## src/rtl/hood_mode_scheduler.sv

```systemverilog
// rtl/hood_mode_scheduler.sv - range hood fan-mode sequencer with timed hurricane, return and self-clean modes
module hood_mode_scheduler #(
    parameter int HURRICANE_SEC = 60,
    parameter int RETURN_SEC    = 60,
    parameter int CLEAN_SEC     = 180,
    parameter int CW            = 8
) (
    input  logic          clk,
    input  logic          reset,
    input  logic          tick_1hz,
    input  logic          power_on,
    input  logic          menu,
    input  logic [3:0]    btn_mode_smoke,
    output logic [3:0]    state_smoke_lvl,
    output logic [CW-1:0] countsecond,
    output logic          state,
    output logic          hurricane_used,
    output logic          clean_done
);

    typedef enum logic [2:0] {
        S_OFF, S_STANDBY, S_MENU, S_LVL1, S_LVL2, S_LVL3, S_L3_RET, S_CLEAN
    } st_t;

    localparam logic [CW-1:0] HUR_LOAD = CW'(HURRICANE_SEC);
    localparam logic [CW-1:0] RET_LOAD = CW'(RETURN_SEC);
    localparam logic [CW-1:0] CLN_LOAD = CW'(CLEAN_SEC);
    localparam logic [CW-1:0] ONE      = CW'(1);

    st_t           st, st_n;
    logic [CW-1:0] cnt, cnt_n;
    logic          used_n, done_n;
    logic          tick_live;

    // A tick only counts when the counter is running; expiry is the tick that takes it from 1 to 0.
    assign tick_live = tick_1hz && (cnt != '0);

    always_comb begin
        st_n   = st;
        cnt_n  = cnt;
        used_n = hurricane_used;
        done_n = 1'b0;
        if (!power_on) begin
            st_n   = S_OFF;
            cnt_n  = '0;
            used_n = 1'b0;
        end else begin
            case (st)
                S_OFF:     st_n = S_STANDBY;
                S_STANDBY: if (menu) st_n = S_MENU;
                S_MENU: begin
                    if (menu) begin
                        st_n = S_STANDBY;
                    end else begin
                        case (btn_mode_smoke)
                            4'b0001: st_n = S_LVL1;
                            4'b0010: st_n = S_LVL2;
                            4'b0100: begin
                                if (!hurricane_used) begin
                                    st_n   = S_LVL3;
                                    cnt_n  = HUR_LOAD;
                                    used_n = 1'b1;
                                end
                            end
                            4'b1000: begin
                                st_n  = S_CLEAN;
                                cnt_n = CLN_LOAD;
                            end
                            default: st_n = S_MENU;
                        endcase
                    end
                end
                S_LVL1, S_LVL2: begin
                    if (menu)                          st_n = S_STANDBY;
                    else if (btn_mode_smoke == 4'b0001) st_n = S_LVL1;
                    else if (btn_mode_smoke == 4'b0010) st_n = S_LVL2;
                end
                S_LVL3: begin
                    if (menu) begin
                        st_n  = S_L3_RET;
                        cnt_n = RET_LOAD;
                    end else if (tick_live) begin
                        cnt_n = cnt - ONE;
                        if (cnt == ONE) st_n = S_LVL2;
                    end
                end
                S_L3_RET: begin
                    if (tick_live) begin
                        cnt_n = cnt - ONE;
                        if (cnt == ONE) st_n = S_STANDBY;
                    end
                end
                S_CLEAN: begin
                    if (tick_live) begin
                        cnt_n = cnt - ONE;
                        if (cnt == ONE) begin
                            st_n   = S_STANDBY;
                            done_n = 1'b1;
                        end
                    end
                end
                default: st_n = S_OFF;
            endcase
        end
    end

    // Outputs are decoded from the next state so they land on the same edge as the transition.
    always_ff @(posedge clk or negedge reset) begin
        if (!reset) begin
            st              <= S_OFF;
            cnt             <= '0;
            hurricane_used  <= 1'b0;
            clean_done      <= 1'b0;
            state_smoke_lvl <= 4'b0000;
            state           <= 1'b0;
            countsecond     <= '0;
        end else begin
            st             <= st_n;
            cnt            <= cnt_n;
            hurricane_used <= used_n;
            clean_done     <= done_n;
            case (st_n)
                S_LVL1:           state_smoke_lvl <= 4'b0001;
                S_LVL2:           state_smoke_lvl <= 4'b0010;
                S_LVL3, S_L3_RET: state_smoke_lvl <= 4'b0100;
                S_CLEAN:          state_smoke_lvl <= 4'b1000;
                default:          state_smoke_lvl <= 4'b0000;
            endcase
            state       <= (st_n == S_LVL1) || (st_n == S_LVL2) ||
                           (st_n == S_LVL3) || (st_n == S_L3_RET);
            countsecond <= ((st_n == S_LVL3) || (st_n == S_L3_RET) || (st_n == S_CLEAN))
                           ? cnt_n : '0;
        end
    end

endmodule
```

## config.mk

```make
export PLATFORM = sky130hd
export DESIGN_NAME = hood_mode_scheduler
export DESIGN_NICKNAME = d
export VERILOG_FILES = /design/src/rtl/hood_mode_scheduler.sv
export SDC_FILE = /design/constraint.sdc
export NUM_CORES = 1
export LEC_CHECK = 0
export CELL_PAD_IN_SITES_DETAIL_PLACEMENT = 0
export CELL_PAD_IN_SITES_GLOBAL_PLACEMENT = 1
export CORE_MARGIN = 10
export CORE_UTILIZATION = 25
export CTS_BUF_LIST = sky130_fd_sc_hd__clkbuf_8
export CTS_CLUSTER_DIAMETER = 50
export DETAILED_ROUTE_END_ITERATION = 6
export GPL_TIMING_DRIVEN = 0
export PLACE_DENSITY = 0.6
export SLEW_MARGIN = 20
export SYNTH_ARGS = -nofsm -noshare
export SYNTH_HDL_FRONTEND = slang
export SYNTH_SLANG_ARGS = --single-unit
```

## constraint.sdc

```tcl
create_clock -name clk -period 2.1 [get_ports clk]
set_input_delay 0.63 -clock clk [delete_from_list [all_inputs] [get_ports clk]]
set_output_delay 0.63 -clock clk [all_outputs]
set_load 0.005 [all_outputs]
```

==> flow_summary.ini, run 1 <==
[power_and_ir_drop]
peakVddDrop_mv = 0.279
cellPowerDensity_mw_per_mm2 = 456
p_seq_frac = 0.474
clkPwrFrac = 0.291
p_sw_frac = 0.290
p_int_mw = 0.787
p_switching_mw = 0.321
power_frac_comb = 0.234
power_leakage_nw = 0.939

[critical_path]
worstSetupEndpointType = flop
reg2reg_from = cnt[1]
slowest_stage = nor4bb_4
r2r_slack_ps = -130
path_delay_family = compound AO/OA/AOI/OAI gates
r2r_cells = 8
critical_path.max_fanout = 8
path_buf_inv = 1
cp.arrival_ps = 2390
critPathRequiredTime_ps = 2250
cp_cell_sequence = clkdlybuf4s15_1 > nor4bb_4 > nand3_2 > a311oi_4 > a31oi_4 > o21ai_4 > nor2b_1
crit_path_start_kind = input port
r2r-end = countsecond[5]
critPathKind = in -> reg
max_stage_delay_ps = 420

[placement]
place_hpwl_mm = 3.68
dp.cells = 292
gp_congestion = 0.789
placed_area_mm2 = 0.00205
portBuffers = 19

[logic_synthesis]
synth-seq-cells = 26
syn_area_per_cell_um2 = 8.95
syn_nets = 205
yosys.area_share.adder = 0.0217
yosysWarnings = 0
syn_inst = 193
postSynth.asyncResetShare = 1.00
synth-compound-area-share = 0.235
synth_xor_area_frac = 0.0152
synth_area_leaders = dfrtp_1 38%, nor2_1 4.6%, a21oi_1 2.9%
synth_ff_type = dfrtp_1
synth_edf_count = 0
synth-simple-area-share = 0.290
synth_top_area_frac = 0.377
synth.distinct_cells = 56
synth_top_cell_by_area = dfrtp_1
synth_top_family_by_area = simple AND/OR/NAND/NOR gates
muxShareOfSynthArea = 0.00579
synth_seq_area_share = 0.377
netlist_area_mm2 = 0.00173

[flow_run]
maxCapViolations = 0

[floorplanning]
start_util = 0.256
dieArea_mm2 = 0.0106
die_width_um = 103
placementRows = 30
fp.coreArea_mm2 = 0.00676
fp.dieH_um = 103
ios = 24

[route]
drt_iter0_drc = 54
drc = 0
totalWireLength_mm = 5.17
avgViaCountPerCell = 5.13
ant_nets = 0
via_count = 1596
wl_per_cell_um = 16.6
dr.pass1.iters = 4

[worst_hold_path]
hold_path_class = in -> async

[timing]
setup_ws_ps = -142
skew_ps = 6.09
min_period_ps = 2240
maxSlewHeadroom = 0.594
worst_pin_slew_ps = 609
max_freq_mhz = 446
hold_ws_ps = 345
finalCritPeriodShare = 1.07
hold_violations = 0
setup_tns_ps = -1500
rsz0062_at_grt = true
slew_violations = 0
setup_viol = 13

[global_routing]
antenna_found_initial = 0
grt_max_degree = 27
grt_use_total = 0.0980
globalRoute.totalOverflow = 0
grt_pass1_vias = 1579
grt_pass1_wl_mm = 8.27

[clock_tree]
cts_buffer_depth = 2
root_buffer = clkbuf_8
clock-sinks = 26
clk-insertion-delay-late_ps = 270
cts_tree = done
ctsHoldBuffers = 0
htree_levels = 1
path_clk_slew_ps = 80
cts_buffers = 3

[layout]
final_cells = 311
diodes = 0
nNetsFinal = 244
area_growth_pct = 40.6
drive_above_1_share = 0.312
fin_area_mm2 = 0.00243

[outcome]
status = finished, violations left
failed_checks = negative setup slack
[cell usage after synthesis (4+ instances only)]
| cell type | instances |
|---|---|
| dfrtp_1 | 26 |
| nor2_1 | 21 |
| a21oi_1 | 10 |
| inv_1 | 10 |
| nand2_1 | 8 |
| nand2b_1 | 8 |
| nor2b_1 | 8 |
| o21ai_0 | 8 |
| clkbuf_1 | 7 |
| a31oi_1 | 5 |
| nand3_1 | 5 |
| nor3_1 | 5 |
| buf_2 | 4 |
| nor4_1 | 4 |
[layout by cell type (no fill, tap or decap), types with 3 or more instances in the layout]
| cell | netlist | final |
|---|---|---|
| a21oi_1 | 10 | 6 |
| dfrtp_1 | 26 | 25 |
| buf_4 | 0 | 18 |
| nor3_2 | 3 | 3 |
| o21ai_0 | 8 | 5 |
| clkdlybuf4s50_1 | 0 | 16 |
| nand3_1 | 5 | 4 |
| inv_1 | 10 | 8 |
| a21oi_2 | 0 | 3 |
| nor2b_1 | 8 | 8 |
| nor2_1 | 21 | 21 |
| clkbuf_8 | 0 | 4 |
| o21ai_1 | 3 | 4 |
| a31oi_1 | 5 | 4 |
| nor4_1 | 4 | 3 |
| clkbuf_2 | 0 | 3 |
| nand2b_1 | 8 | 7 |
| nand2_1 | 8 | 8 |
| nor3_1 | 5 | 5 |
[metrics by stage]
stage / power [mW] / worst slack [ps] / util
6_report: 1.11 / -142 / 0.360
2_1_floorplan: 0.676 / -118 / -
5_1_grt: 1.17 / -202 / 0.360
4_1_cts: 1.09 / -130 / 0.341
3_3_place_gp: 0.744 / -942 / 0.304
3_5_place_dp: 0.742 / -893 / 0.303
[timing repair]
| item | in CTS | in global routing |
|---|---|---|
| resized for setup | 35 | 17 |
| setup endpoints to repair | 24 | 18 |
| pin swaps | 15 | 15 |
| endpoints found under the hold margin | 0 | 0 |
| buffers inserted | 10 | 7 |
[worst register-to-register path, delay by kind of cell, from the launching register on]
| kind | cells | cell delay (ps) |
|---|---|---|
| AOI/OAI and AO/OA | 3 | 830 |
| DFF | 1 | 390 |
| buffers and inverters | 1 | 80 |
| adders and majority gates | 1 | 170 |
| and+or+nand+nor | 3 | 630 |
[final cells by class]
cell class | instances | area, um^2
Tap cell | 80 | 100
Fill cell | 721 | 4330
Buffer | 10 | 67.6
Clock buffer | 4 | 55.1
Inverter | 10 | 37.5
Sequential cell | 26 | 652
Multi-Input combinational cell | 145 | 1200
Timing Repair Buffer | 36 | 315
[cells by family after synthesis]
group                      Yosys count
and+or+nand+nor                     84
AOI/OAI and AO/OA                   54
DFF                                 26
buffers and inverters               22
xor gates and xnor gates             3
adders and majority gates            3
muxes                                1
[how the worst max path moves through the flow]
stage	from	endpoint	slack, ps	cells past startpoint
floorplan	btn_mode_smoke[2]	state_smoke_lvl[2]	-120	6
global placement	tick_1hz	countsecond[5]	-940	7
detailed placement	tick_1hz	countsecond[5]	-890	7
CTS	cnt[1]	countsecond[5]	-130	8
global route	cnt[1]	countsecond[5]	-200	8
finish	tick_1hz	countsecond[5]	-140	7
[state kept, by name, summed over array words and instances, names as in the netlist]
register and count:
st 3, clean_done 1, countsecond 8, cnt 8, hurricane_used 1, state_smoke_lvl 4, state 1
[metal layers]
metal,GRT usage,up-vias,wire length [um]
li1,-,792,-
met1,0.128,777,2410
met2,0.159,23,2500
met3,0.0248,4,203
met4,0.0193,0,55
met5,0,-,0
[power by group through the flow]
stage | registers (mW) | clock network, mW | logic (mW)
after CTS | 0.525 | 0.336 | 0.229
final | 0.526 | 0.323 | 0.260
after floorplan | 0.529 | 0 | 0.147
after global routing | 0.528 | 0.362 | 0.284
after global placement | 0.532 | 0 | 0.213
after detailed placement | 0.531 | 0 | 0.211
No activity file was read; power rests on OpenSTA's default activity.
==> run 2: changes to the inputs <==
--- a/config.mk
+++ b/config.mk
@@ -8,12 +8,12 @@
 export CELL_PAD_IN_SITES_DETAIL_PLACEMENT = 0
 export CELL_PAD_IN_SITES_GLOBAL_PLACEMENT = 1
 export CORE_MARGIN = 10
-export CORE_UTILIZATION = 25
+export CORE_UTILIZATION = 39
 export CTS_BUF_LIST = sky130_fd_sc_hd__clkbuf_8
 export CTS_CLUSTER_DIAMETER = 50
 export DETAILED_ROUTE_END_ITERATION = 6
 export GPL_TIMING_DRIVEN = 0
-export PLACE_DENSITY = 0.6
+export PLACE_DENSITY = 0.84
 export SLEW_MARGIN = 20
 export SYNTH_ARGS = -nofsm -noshare
 export SYNTH_HDL_FRONTEND = slang
==> run 2 against run 1 <==
  * The run still ends with negative setup slack left
  * Register-to-register slack improved by 50 ps
  * Combinational power decreased by 13%
  * Core utilization increased by 16 points
  * Design area decreased by 7.2%
  * Cell count decreased by 13%
  * Clock-buffer cell count decreased by 1
  * Clock skew decreased by 4.4 ps
  * Wire length decreased by 9.8%
  * Critical path depth increased by 1
  * Global-route usage increased by 2.6 points
==> flow_summary.ini, run 2 (synthesis results as in run 1) <==
[route]
drc = 0
via_count = 1607
wl_per_cell_um = 17.1
dr.pass1.iters = 4
avgViaCountPerCell = 5.91
drt_iter0_drc = 120
totalWireLength_mm = 4.66
ant_nets = 0

[critical_path]
path_delay_family = compound AO/OA/AOI/OAI gates
critPathRequiredTime_ps = 2250
cp_cell_sequence = inv_2 > ha_4 > nor4bb_4 > nand3_2 > a311oi_2 > a31oi_4 > o21ai_4 > nor2_1
critical_path.max_fanout = 8
critPathKind = reg -> reg
cp.arrival_ps = 2320
worstSetupEndpointType = flop
crit_path_start_kind = flop
slowest_stage = dfrtp_1
max_stage_delay_ps = 400
path_buf_inv = 1

[global_routing]
grt_max_degree = 27
antenna_found_initial = 0
grt_pass1_vias = 1624
grt_use_total = 0.124
grt_pass1_wl_mm = 7.83
globalRoute.totalOverflow = 0

[timing]
max_freq_mhz = 460
skew_ps = 1.67
min_period_ps = 2180
worst_pin_slew_ps = 622
rsz0062_at_grt = true
hold_violations = 0
finalCritPeriodShare = 1.04
maxSlewHeadroom = 0.585
slew_violations = 0
setup_viol = 8
setup_ws_ps = -75.2

[power_and_ir_drop]
p_seq_frac = 0.514
clkPwrFrac = 0.266
p_sw_frac = 0.289
peakVddDrop_mv = 0.318
power_frac_comb = 0.220
cellPowerDensity_mw_per_mm2 = 454
power_leakage_nw = 0.863
p_int_mw = 0.728
finalPower_mw = 1.02
p_switching_mw = 0.297

[floorplanning]
dieArea_mm2 = 0.00749
start_util = 0.400
fp.dieH_um = 86.6
placementRows = 24
fp.coreArea_mm2 = 0.00432
die_width_um = 86.6
ios = 24

[clock_tree]
clk-insertion-delay-late_ps = 260
htree_levels = 1
cts_buffer_depth = 2
cts_tree = done
root_buffer = clkbuf_8
ctsHoldBuffers = 0
cts_buffers = 3
clock-sinks = 26
path_clk_slew_ps = 80

[worst_hold_path]
hold_path_class = in -> async

[placement]
placed_area_mm2 = 0.00202
portBuffers = 19
place_hpwl_mm = 3.31
gp_congestion = 0.903
preCtsSetupSlack_ps = -852

[layout]
layout_commonest_cell = dfrtp_1
diodes = 0
most-common-layout-cells = 22 x dfrtp_1, 21 x nor2_1, 16 x clkdlybuf4s50_1
reg.largest.list = cnt (8), countsecond (8), state_smoke_lvl (4)
fin_area_mm2 = 0.00226
nNetsFinal = 234
area_growth_pct = 30.6
drive_above_1_share = 0.273

[outcome]
failed_checks = negative setup slack
status = finished, violations left

[flow_run]
maxCapViolations = 0
run 2: cell types whose count changed in the layout (fill, tap and decap cells not counted), sizes merged:
| cell | delta |
|---|---|
| clkbuf | -3 |
| dlygate4sd2 | +1 |
| clkdlybuf4s15 | -1 |
| buf | -8 |
run 2: worst reg2reg max path, delay by kind of cell, from the launching register on:
family	cells	cell delay, ps
buf+inv	1	110
compound gates	3	770
flops	1	400
fa+ha+maj	1	150
simple gates	3	630
run 2: path summary, 6_finish.rpt:
check | cells past startpoint | end | slack [ps] | from
worst min-delay path | 1 | cnt[0] | 350 | reset
worst min register to register | 1 | clean_done | 610 | cnt[7]
worst max register to register | 8 | countsecond[3] | -80 | cnt[1]
min in group clk | 1 | clean_done | 610 | cnt[7]
max in group asynchronous | 1 | cnt[5] | 1340 | reset
worst max-delay path | 8 | countsecond[3] | -80 | cnt[1]
run 2: power groups by stage:
stage	combinational [mW]	clock (mW)	sequential, mW
after floorplan	0.147	0	0.529
after global placement	0.207	0	0.531
after detailed placement	0.207	0	0.531
after CTS	0.219	0.279	0.526
after global routing	0.249	0.303	0.529
final	0.225	0.273	0.527
run 2: layout make-up:
class | instances | area, um^2
buffer | 10 | 65.1
clock buffer | 3 | 41.3
fill | 414 | 2070
inverter | 10 | 37.5
multi-input combinational | 145 | 1160
sequential | 26 | 656
tap | 52 | 65.1
timing repair buffer | 26 | 235
run 2: routing by layer:
metal / vias up / part of all wire / global-route usage
met4: 0 / 0.0062 / 0.0147
met2: 42 / 0.51 / 0.213
met3: 4 / 0.048 / 0.0291
met5: - / 0 / 0
li1: 768 / - / -
met1: 793 / 0.44 / 0.158
run 2: what timing repair did:
action | 4_1_cts | 5_1_grt
setup endpoints to repair | 24 | 18
pin swaps | 13 | 11
setup buffers | 6 | 1
resized for setup | 33 | 10
run 2: per-stage QoR:
step / hold WS, ps / setup TNS (ps) / instances / utilization
floorplan: 334 / -777 / 193 / -
global placement: 588 / -15650 / 264 / 0.466
detailed placement: 586 / -15660 / 264 / 0.466
CTS: 600 / -367 / 271 / 0.514
global route: 385 / -1820 / 272 / 0.522
finish: 349 / -480 / 272 / 0.522
==> run 3: changes to the inputs <==
--- a/config.mk
+++ b/config.mk
@@ -8,12 +8,12 @@
 export CELL_PAD_IN_SITES_DETAIL_PLACEMENT = 0
 export CELL_PAD_IN_SITES_GLOBAL_PLACEMENT = 1
 export CORE_MARGIN = 10
-export CORE_UTILIZATION = 39
+export CORE_UTILIZATION = 46
 export CTS_BUF_LIST = sky130_fd_sc_hd__clkbuf_8
 export CTS_CLUSTER_DIAMETER = 50
 export DETAILED_ROUTE_END_ITERATION = 6
 export GPL_TIMING_DRIVEN = 0
-export PLACE_DENSITY = 0.84
+export PLACE_DENSITY = 0.93
 export SLEW_MARGIN = 20
 export SYNTH_ARGS = -nofsm -noshare
 export SYNTH_HDL_FRONTEND = slang
==> constraint.sdc (replaced) <==
create_clock -name clk -period 2.79 [get_ports clk]
set_input_delay 0.837 -clock clk [delete_from_list [all_inputs] [get_ports clk]]
set_output_delay 0.837 -clock clk [all_outputs]
set_load 0.005 [all_outputs]
==> run 3 against run 2 <==
  * The run now ends clean
  * Clock skew increased by 0.58 ps
  * Sequential power decreased by 25%
  * Register-to-register slack improved by 430 ps
  * Combinational power decreased by 30%
  * Total power decreased by 16%
  * Worst setup slack improved by 170 ps
  * Highest routed layer unchanged
  * Design area decreased by 6.7%
  * Sequential cell count unchanged
==> flow_summary.ini, run 3 (synthesis results as in run 1) <==
[power_and_ir_drop]
cellPowerDensity_mw_per_mm2 = 408
power_leakage_nw = 0.792
peakVddDrop_mv = 0.297
finalPower_mw = 0.859

[timing]
slew_violations = 0
rsz0062_at_grt = false
skew_ps = 2.25
max_freq_mhz = 372
hold_violations = 0
finalCritPeriodShare = 0.964
setup_ws_ps = 99.2
worst_pin_slew_ps = 690
setup_viol = 0
maxSlewHeadroom = 0.535
min_period_ps = 2690

[critical_path]
r2r_cells = 8
critical_path.max_fanout = 10
reg2reg_from = cnt[0]
worstSetupEndpointType = flop
crit_start = btn_mode_smoke[1]
endpoint = countsecond[0]
crit_path_start_kind = input port
cp.arrival_ps = 2890
critPathKind = in -> reg
r2r_slack_ps = 350
critPathRequiredTime_ps = 2990
r2r-end = countsecond[5]

[floorplanning]
ios = 24
placementRows = 22
fp.coreArea_mm2 = 0.00363
fp.dieH_um = 81.3
start_util = 0.476
die_width_um = 81.3
dieArea_mm2 = 0.00661

[placement]
portBuffers = 19
placed_area_mm2 = 0.00197
dp.cells = 260
gp_congestion = 0.926
preCtsSetupSlack_ps = -502
place_hpwl_mm = 3.27

[clock_tree]
htree_levels = 1
clk-insertion-delay-late_ps = 270
root_buffer = clkbuf_8
cts_buffers = 3
path_clk_slew_ps = 90
cts_tree = done
cts_buffer_depth = 2
post_cts_buffers = 0
clock-sinks = 26

[global_routing]
grt_use_total = 0.138
grt_max_degree = 27
grt_pass1_vias = 1537
globalRoute.totalOverflow = 0
antenna_found_initial = 0
grt_pass1_wl_mm = 7.29

[route]
totalWireLength_mm = 4.35
ant_nets = 0
drt_iter0_drc = 112
avgViaCountPerCell = 5.89
via_count = 1556
wl_per_cell_um = 16.5
dr.pass1.iters = 4
drc = 0

[layout]
diodes = 0
most-common-layout-cells = 26 x dfrtp_1, 21 x nor2_1, 18 x clkdlybuf4s50_1
fin_area_mm2 = 0.00211
drive_above_1_share = 0.144
nFillCells = 347
reg.largest.list = cnt (8), countsecond (8), state_smoke_lvl (4)
nNetsFinal = 229
layout_commonest_cell = dfrtp_1
area_growth_pct = 21.9
final_cells = 264

[worst_hold_path]
hold_path_class = in -> async

[outcome]
status = complete, no violations

[flow_run]
maxCapViolations = 0
-- run 3: changes by cell type in the layout (fill, tap and decap cells not counted), sizes merged --
cell	change
clkbuf	+3
bufinv	+1
buf	-9
clkdlybuf4s50	+2
dlygate4sd2	-1
-- run 3: how the worst min path moves through the flow --
stage                        start              to  cells past startpoint
floorplan                   cnt[7]      clean_done                      1
global placement    hurricane_used  hurricane_used                      2
detailed placement          cnt[7]      clean_done                      1
CTS                          reset          cnt[1]                      1
global route                 reset  countsecond[0]                      1
finish                       reset          cnt[1]                      1
-- run 3: worst max-delay path, cell delays in order --
cell and delay (ps):
clkdlybuf4s50_1 410, buf_2 190, or3_1 380, nor4_2 310, a311oi_2 90, a31oi_4 330, o21ai_4 150, nor3_2 170
-- run 3: routing by layer --
layer | wire, um | global-route usage | share of wire
met5 | 0 | 0 | 0
met4 | 79 | 0.0467 | 0.018
met3 | 244 | 0.0364 | 0.056
met2 | 2200 | 0.236 | 0.51
met1 | 1820 | 0.162 | 0.42
-- run 3: what timing repair did --
action	CTS	global route
hold buffers	0	0
setup endpoints to repair	14	11
pin swaps	0	2
gates resized for setup	4	6
-- run 3: cell type report --
| cell class | instances | area (um^2) | share of cell area |
|---|---|---|---|
| Multi-Input combinational cell | 145 | 1040 | 0.496 |
| Sequential cell | 26 | 651 | 0.309 |
| Timing Repair Buffer | 19 | 185 | 0.0879 |
| Tap cell | 48 | 60.1 | 0.0285 |
| Buffer | 12 | 57.6 | 0.0273 |
| Clock buffer | 3 | 41.3 | 0.0196 |
| Inverter | 10 | 37.5 | 0.0178 |
| Clock inverter | 1 | 30.0 | 0.0143 |
-- run 3: stage by stage --
step           TNS, ps  hold WS (ps)   util
4_1_cts              0           563  0.570
3_3_place_gp     -7100           562  0.544
2_1_floorplan        0           480      -
6_report             0           544  0.580
3_5_place_dp     -7000           574  0.543
5_1_grt              0           575  0.580
-- run 3: where the power goes --
group	internal, mW	total, mW	switching, mW	leakage, nW
Clock	0.192	0.309	0.117	0.0357
Sequential	0.384	0.393	0.00820	0.360
Combinational	0.0593	0.158	0.0982	0.396
==> RTL edit (settings of run 2) <==
Remove the case item `S_CLEAN` of the case on `st`.
--- a/src/rtl/hood_mode_scheduler.sv
+++ b/src/rtl/hood_mode_scheduler.sv
@@ -90,15 +90,6 @@
                         if (cnt == ONE) st_n = S_STANDBY;
                     end
                 end
-                S_CLEAN: begin
-                    if (tick_live) begin
-                        cnt_n = cnt - ONE;
-                        if (cnt == ONE) begin
-                            st_n   = S_STANDBY;
-                            done_n = 1'b1;
-                        end
-                    end
-                end
                 default: st_n = S_OFF;
             endcase
         end
Function: changed (Yosys sat finds a counterexample within 10 cycles, from zero or initial values and one cycle with reset low).
==> RTL edit against run 2 <==
The run still ends with negative setup slack left; power is 6.1% lower; cell area is 8.2% lower; routed wire length is 14% lower; via count is 15% lower; setup slack worse by 0.11 ns; clock skew is 0.0038 ns higher; sequential cell count is 1 lower; synthesized area is 11% lower; synthesized cell count is 15% lower.
==> RTL edit: results (changes against run 2) <==
| Metric | Value |
|---|---|
| Multi-input gate area | 963 um^2 (-17%) |
| Clock Skew | 0.00543 ns (+0.00376 ns) |
| Post-synthesis instance total | 164 (-15%) |
| Mapped Nets | 176 (-14%) |
| Number of global-route vias before repair | 1,385 (-15%) |
| Fillers | 337 (-19%) |
| Adder-cell area share of the yosys netlist | 2.44% (+0.26 points) |
| Share of layout cells above drive strength 1 | 25.9% (-1.4 points) |
| Drt wl/cell | 16.1 um (-6.1%) |
| Chip Width | 82.8 um (-4.3%) |
| Post-synthesis cell type count | 52 (-7.1%) |
| Seq area share | 30.3% (+1.3 points) |
| Synth Area in Compound Gates | 21.8% (-1.8 points) |
| Buffers, non-clock | 41 (+14%) |
| Slowest stage delay, CP | 0.44 ns (+0.04 ns) |
| Max IR drop VDD | 0.352 mV (+11%) |
| Crit path DAT | 2.42 ns (+0.10 ns) |
| #FFs+latches synth | 25 (-3.8%) |
| Final Setup Violations | 13 (+5) |
| Max_slew headroom | 52.4% (-6.1 points) |
| CP max stage cell | dfrtp_2 |
| Synth area leaders | dfrtp_1, nor2b_1, nor2_1, a21oi_1, o21ai_0 |
| Comb_multi_in | 123 (-15%) |
| Post-CTS setup buffers | 10 (+4) |
| Cell Count, Final, Fillers Out | 249 (-8.5%) |
| Largest net degree at the start of global routing | 26 (-3.7%) |
| Drt initial violations | 88 (-27%) |
| Post-CTS sizing | 17 (-48%) |
| Dpl cells | 232 (-12%) |
| Clk buf depth | 2 (unchanged) |
| DP Area | 1810 um^2 (-10%) |
| Post-route setup slack | -0.189 ns (-0.114 ns) |
| Buffers added on ports | 20 (+1) |
| GR Util All Layers | 11.2% (-1.2 points) |
| Clk pwr | 284 uW (+4%) |
| Failing checks | negative setup slack |
| Sequential area share after synthesis | 40.6% (+3.0 points) |
| Outcome | finished with violations |
| Clock-cell share | 2.17% (+0.34 points) |
| Nets@finish | 214 (-8.5%) |
| Top delay family on crit path | simple AND/OR/NAND/NOR gates |
| Internal | 702 uW (-3.5%) |
| Mux cell area share after synthesis | 0.731% (+0.15 points) |
| Count of non-CTS inverters in the layout | 8 (-2) |
| Area added between synthesis and finish | 34.5% |
| Switching pwr | 260 uW (-12%) |
| Sum Neg Setup Slack | -1.68 ns (-1.20 ns) |
| Hpwl dp | 2740 um (-17%) |
| Synth Area in XOR/XNOR | 2.27% (+0.75 points) |
| Pre-CTS WS | -0.806 ns (+0.0464 ns) |
| Final Wtd Congestion | 0.897 (-0.65%) |
| Vias after detailed routing | 1,364 (-15%) |
| Layout non-clock buf frac | 16.7% (+3.4 points) |
| Leak | 0.862 nW (-0.21%) |
| Synth top cells by count | dfrtp_1, nor2_1, nor2b_1, a21oi_1 |
| Sequential Power | 496 uW (-5.9%) |
| First-pass GRT wire length | 6580 um (-16%) |
==> RTL edit: cell count changes in the layout (fill, tap and decap cells not counted), sizes merged, moves of 3 or more <==
cell / before / now
nor2: 21 / 15
buf: 15 / 19
nor3b: 2 / 5
nand3: 5 / 2
o21a: 0 / 3
a31oi: 6 / 2
nand2b: 8 / 5
==> RTL edit: worst paths after layout <==
check | from | end | slack (ns) | cells after the start
setup / recovery | cnt[4] | countsecond[7] | -0.19 | 7
hold / removal | reset | hurricane_used | 0.33 | 1
setup reg to reg | cnt[4] | countsecond[7] | -0.19 | 7
hold reg to reg | cnt[5] | cnt[5] | 0.68 | 2
max in group asynchronous | reset | cnt[5] | 1.39 | 1
min in group clk | cnt[5] | cnt[5] | 0.68 | 2
==> RTL edit: layer usage <==
metal  global-route usage, %  up-vias  part of all wire [%]
li1                        -      666                     -
met1                    13.0      662                    44
met2                    18.9       27                    48
met4                    4.15        0                   2.1
met5                       0        -                     0
met3                    3.22        9                   5.8
